File: src/rtl/fft_pkg.sv
// fft_pkg: shared FFT component widths, Q16 twiddle format and packed complex type
package fft_pkg;
    localparam int DATA_W = 16;
    localparam int TW_W = 20;
    localparam int TW_SHIFT = 16;
    typedef struct packed {
        logic signed [DATA_W-1:0] re;
        logic signed [DATA_W-1:0] im;
    } cplx_t;
endpackage

File: src/rtl/cmul_conj.sv
// cmul_conj: T = B*conj(W) at full precision, rounded half-up at the twiddle binary point
module cmul_conj #(
    parameter int DATA_W = fft_pkg::DATA_W,
    parameter int TW_W = fft_pkg::TW_W,
    parameter int SHIFT = fft_pkg::TW_SHIFT
) (
    input  logic signed [DATA_W-1:0] b_re,
    input  logic signed [DATA_W-1:0] b_im,
    input  logic signed [TW_W-1:0]   w_re,
    input  logic signed [TW_W-1:0]   w_im,
    output logic signed [DATA_W+1:0] t_re,
    output logic signed [DATA_W+1:0] t_im
);
    localparam int PW = DATA_W + TW_W + 1;
    logic signed [PW-1:0] br, bi, wr, wi, p_re, p_im;
    assign br = PW'(b_re);
    assign bi = PW'(b_im);
    assign wr = PW'(w_re);
    assign wi = PW'(w_im);
    assign p_re = br * wr + bi * wi;
    assign p_im = bi * wr - br * wi;
    // keep every operand signed so the shift stays arithmetic
    assign t_re = (DATA_W+2)'((p_re >>> SHIFT) + (p_re[SHIFT-1] ? PW'(1) : PW'(0)));
    assign t_im = (DATA_W+2)'((p_im >>> SHIFT) + (p_im[SHIFT-1] ? PW'(1) : PW'(0)));
endmodule

File: src/rtl/ifft_butterfly.sv
// ifft_butterfly: 3-stage pipelined inverse DIT radix-2 butterfly; IFFT_BUTTERFLY_SAT_EN selects saturation over wrap
module ifft_butterfly #(
    parameter int DATA_W = fft_pkg::DATA_W,
    parameter int TW_W = fft_pkg::TW_W,
    parameter int SCALE = 1
) (
    input  logic                  clk,
    input  logic                  rst,
    input  logic                  in_valid,
    output logic                  in_ready,
    input  logic [2*DATA_W-1:0]   in_a,
    input  logic [2*DATA_W-1:0]   in_b,
    input  logic signed [TW_W-1:0] w_real,
    input  logic signed [TW_W-1:0] w_imag,
    input  logic                  in_last,
    output logic                  out_valid,
    input  logic                  out_ready,
    output logic [2*DATA_W-1:0]   out_a,
    output logic [2*DATA_W-1:0]   out_b,
    output logic                  out_last,
    output logic                  ovf
);
    localparam int SW = DATA_W + 3;
    logic en, s1_valid, s1_last, s2_valid, s2_last, any_ovf;
    logic signed [DATA_W-1:0] s1_a_re, s1_a_im, s1_b_re, s1_b_im, s2_a_re, s2_a_im;
    logic signed [TW_W-1:0] s1_w_re, s1_w_im;
    logic signed [DATA_W+1:0] t_re, t_im, s2_t_re, s2_t_im;
    logic [DATA_W:0] r_sre, r_sim, r_dre, r_dim;
    function automatic logic signed [SW-1:0] scl(input logic signed [SW-1:0] x);
        return SCALE != 0 ? (x + SW'(1)) >>> 1 : x;
    endfunction
    // returns {overflow, reduced component}
    function automatic logic [DATA_W:0] fit(input logic signed [SW-1:0] x);
        logic o;
        o = x[SW-1:DATA_W-1] != {(SW-DATA_W+1){x[SW-1]}};
`ifdef IFFT_BUTTERFLY_SAT_EN
        return {o, o ? {x[SW-1], {(DATA_W-1){~x[SW-1]}}} : x[DATA_W-1:0]};
`else
        return {o, x[DATA_W-1:0]};
`endif
    endfunction
    cmul_conj #(.DATA_W(DATA_W), .TW_W(TW_W), .SHIFT(fft_pkg::TW_SHIFT)) u_cmul (
        .b_re(s1_b_re),
        .b_im(s1_b_im),
        .w_re(s1_w_re),
        .w_im(s1_w_im),
        .t_re(t_re),
        .t_im(t_im)
    );
    assign r_sre = fit(scl(SW'(s2_a_re) + SW'(s2_t_re)));
    assign r_sim = fit(scl(SW'(s2_a_im) + SW'(s2_t_im)));
    assign r_dre = fit(scl(SW'(s2_a_re) - SW'(s2_t_re)));
    assign r_dim = fit(scl(SW'(s2_a_im) - SW'(s2_t_im)));
    assign any_ovf = r_sre[DATA_W] | r_sim[DATA_W] | r_dre[DATA_W] | r_dim[DATA_W];
    // one global enable: the whole pipe advances or the whole pipe holds
    assign in_ready = !rst && (!out_valid || out_ready);
    assign en = in_ready;
    always_ff @(posedge clk) begin
        if (rst) begin
            s1_valid <= 1'b0;
            s1_last <= 1'b0;
            s2_valid <= 1'b0;
            s2_last <= 1'b0;
            out_valid <= 1'b0;
            out_last <= 1'b0;
            ovf <= 1'b0;
            out_a <= '0;
            out_b <= '0;
        end else if (en) begin
            s1_valid <= in_valid;
            s1_last <= in_last;
            s1_a_re <= in_a[2*DATA_W-1:DATA_W];
            s1_a_im <= in_a[DATA_W-1:0];
            s1_b_re <= in_b[2*DATA_W-1:DATA_W];
            s1_b_im <= in_b[DATA_W-1:0];
            s1_w_re <= w_real;
            s1_w_im <= w_imag;
            s2_valid <= s1_valid;
            s2_last <= s1_last;
            s2_a_re <= s1_a_re;
            s2_a_im <= s1_a_im;
            s2_t_re <= t_re;
            s2_t_im <= t_im;
            out_valid <= s2_valid;
            out_last <= s2_last;
            out_a <= {r_sre[DATA_W-1:0], r_sim[DATA_W-1:0]};
            out_b <= {r_dre[DATA_W-1:0], r_dim[DATA_W-1:0]};
            ovf <= ovf | (s2_valid & any_ovf);
        end
    end
endmodule

File: config.mk
export PLATFORM = sky130hd
export DESIGN_NAME = ifft_butterfly
export DESIGN_NICKNAME = d
export VERILOG_FILES = /design/src/rtl/fft_pkg.sv /design/src/rtl/cmul_conj.sv /design/src/rtl/ifft_butterfly.sv
export SDC_FILE = /design/constraint.sdc
export NUM_CORES = 2
export LEC_CHECK = 0
export BUFFER_PORTS_ARGS = -buffer_cell sky130_fd_sc_hd__buf_2
export CAP_MARGIN = 30
export CORE_MARGIN = 2
export CORE_UTILIZATION = 42
export DETAILED_ROUTE_END_ITERATION = 6
export PLACE_DENSITY = 0.57
export SLEW_MARGIN = 20
export SYNTH_ARGS = -nofsm -noshare
export SYNTH_HDL_FRONTEND = slang
export SYNTH_SLANG_ARGS = --single-unit
export TNS_END_PERCENT = 5
File: constraint.sdc
create_clock -name clk -period 37.8 [get_ports clk]
set_input_delay 11.34 -clock clk [delete_from_list [all_inputs] [get_ports clk]]
set_output_delay 11.34 -clock clk [all_outputs]
set_load 0.01 [all_outputs]
==> impl_metrics.tcl <==
set metrics [dict create \
    root_buffer "clkbuf_16" \
    setup.worst_path.end_class "output port" \
    setup_violations 0 \
    synth_warnings 0 \
    io_buffers 176 \
    final_cell_mix "inv_1 (1542), fa_1 (1328), nand2_1 (764)" \
    top_usage_layer "met2" \
    grtUsageTotal_pct 21.5 \
    drc 0 \
    synth_cells 6054 \
    first_iter_violations 2053 \
    syn_to_final_growth_pct 6.58 \
    cts_buffers 31 \
    fin_setup_tns_ps 0 \
    final_common_cell "inv_1" \
    synth_top_area_cell "fa_1" \
    grt_overflow_total 0 \
    first_pass_iters 5 \
    wl_per_cell_um 18.3 \
    die_width_um 375 \
    fmax_mhz 41.5 \
    start_util_pct 42.4 \
    post-route-min-period_ps 24100 \
    via_per_inst 4.99 \
    worst_clock_skew_ps 51.9 \
    cts_resized 0 \
    drv_cap 0 \
    syn-cell-area_sq_um 57700 \
    grt_use_met3_pct 2.94 \
    clkSlewWorstSetupHoldPaths_ps 60 \
    crit_required_ps 26460 \
    grt_setup_unrepaired "false" \
    synth.top_cell.area_share_pct 46.1 \
    crit_path_start_kind "primary input" \
    hold_violations 0 \
    fp.dieH_um 375 \
    clockBufferDepth 3 \
    ys_top_cells_by_area "fa_1 (46%), inv_1 (10%), ha_1 (9.0%)" \
    h-tree-depth 1 \
    die_area_sq_um 140000 \
    post_cts_buffers 0 \
    rows 135 \
    gr-usage-met1_pct 29.7 \
    cts_tree "yes" \
    avgSynthCellArea_sq_um 9.53 \
    ys.flop_type "edfxtp_1" \
    hold_buffers 0 \
    grt_max_degree 96 \
    synth_enable_flop_cells 172 \
    worst_ep_arrival_time_ps 12760 \
    tightest_slew_ps 1020 \
    yosys_register_bits 243 \
    core_sq_um 136000 \
    dp_hpwl_um 112000 \
    final.fill_count 13169 \
    synth_nets 7908 \
    min_period_over_period_pct 63.8 \
    hp-class "flip-flop to flip-flop" \
    antenna_found_initial 10 \
    wl_um 145000 \
    gp_congestion 0.849 \
    antenna_left 0 \
    cp_max_fo 36 \
    yosysSeqAreaShare_pct 11.4 \
    ios 177 \
    met2_usage_pct 35.7 \
    insertion_delay_ps 680 \
    drv_slew 0 \
    cts.sinks 243 \
    synthArstFlopShare_pct 0 \
    vias 39314 \
    slew_headroom_pct 31.8 \
    grt_pass1_wl_um 236000 \
    grt_pass1_vias 42262 \
    synth_cell_types 90 \
    crit_type "primary input to output port" \
    drive_gt1_share_pct 5.84 \
    run_status "completed" \
    layout.nets 7926 \
]
-- state kept, by name, summed over array words and instances (netlist names), 16 cells and up --
signal and count:
out_b 32, s1_a_re 16, s2_t_re 18, s2_a_im 16, s1_a_im 16, s1_w_im 20, s2_t_im 18, s2_a_re 16
s1_w_re 20, s1_b_im 16, out_a 32, s1_b_re 16
-- layout make-up --
type	count	area, sq um	area share, %
Clock buffer	40	841	1.37
Antenna cell	4	10.0	0.0163
Multi-Input combinational cell	3987	44300	72.0
Tap cell	1781	2230	3.62
Inverter	1542	5790	9.41
Sequential cell	243	6590	10.7
Clock inverter	17	169	0.275
Timing Repair Buffer	267	1580	2.58
-- metrics by stage --
stage	instances	utilization, %	cell area [sq um]	setup WS (ps)	hold slack (ps)
2_1_floorplan	6054	-	57700	7420	400
3_3_place_gp	7815	44.4	60400	13690	409
3_5_place_dp	7816	44.4	60400	13670	405
4_1_cts	7873	45.2	61400	13670	422
5_1_grt	7878	45.2	61500	13540	426
6_report	7881	45.2	61500	13700	419
-- per-layer routing --
layer	vias to the layer above	part of all wire, %
met4	10	2.8
met2	888	48
met1	20520	44
li1	17744	-
met3	152	5.2
met5	-	0.044
-- path summary, 6_finish.rpt --
| path | slack, ps | startpoint | cells after the start | to |
|---|---|---|---|---|
| max | 13700 | rst | 5 | in_ready |
| min | 420 | s1_a_im[1] | 0 | s2_a_im[1] |
| max reg2reg | 27550 | s1_b_re[1] | 27 | s2_t_im[17] |
| min reg2reg | 420 | s1_a_im[1] | 0 | s2_a_im[1] |
-- logic make-up (layout without fill, tap and decap cells) --
logic type / after synthesis / count (layout) / share of synthesized area (%)
buffers and inverters: 1824 / 1866 / 11.9
adders and majority gates: 1745 / 1745 / 55.1
and+or+nand+nor: 1718 / 1718 / 14.8
AOI/OAI and AO/OA: 340 / 340 / 3.97
DFF: 243 / 243 / 11.4
xor gates and xnor gates: 178 / 178 / 2.73
muxes: 6 / 6 / 0.139
other: 0 / 4 / 0
-- worst max-delay path: stages --
cell	delay (ps)
buf_2	100
buf_4	250
nor2_4	520
buf_4	350
buf_2	180
-- synthesized netlist by cell type (56+ instances only) --
cell type,n
edfxtp_1,172
xnor2_1,124
a21oi_1,101
o21ai_0,56
and2_1,564
nor2_1,162
inv_1,1542
clkbuf_1,270
dfxtp_1,71
nand2_1,764
ha_1,417
fa_1,1328
Power is not shown: default switching activity piles up to over one toggle a cycle in this logic, so the estimate is an artifact.
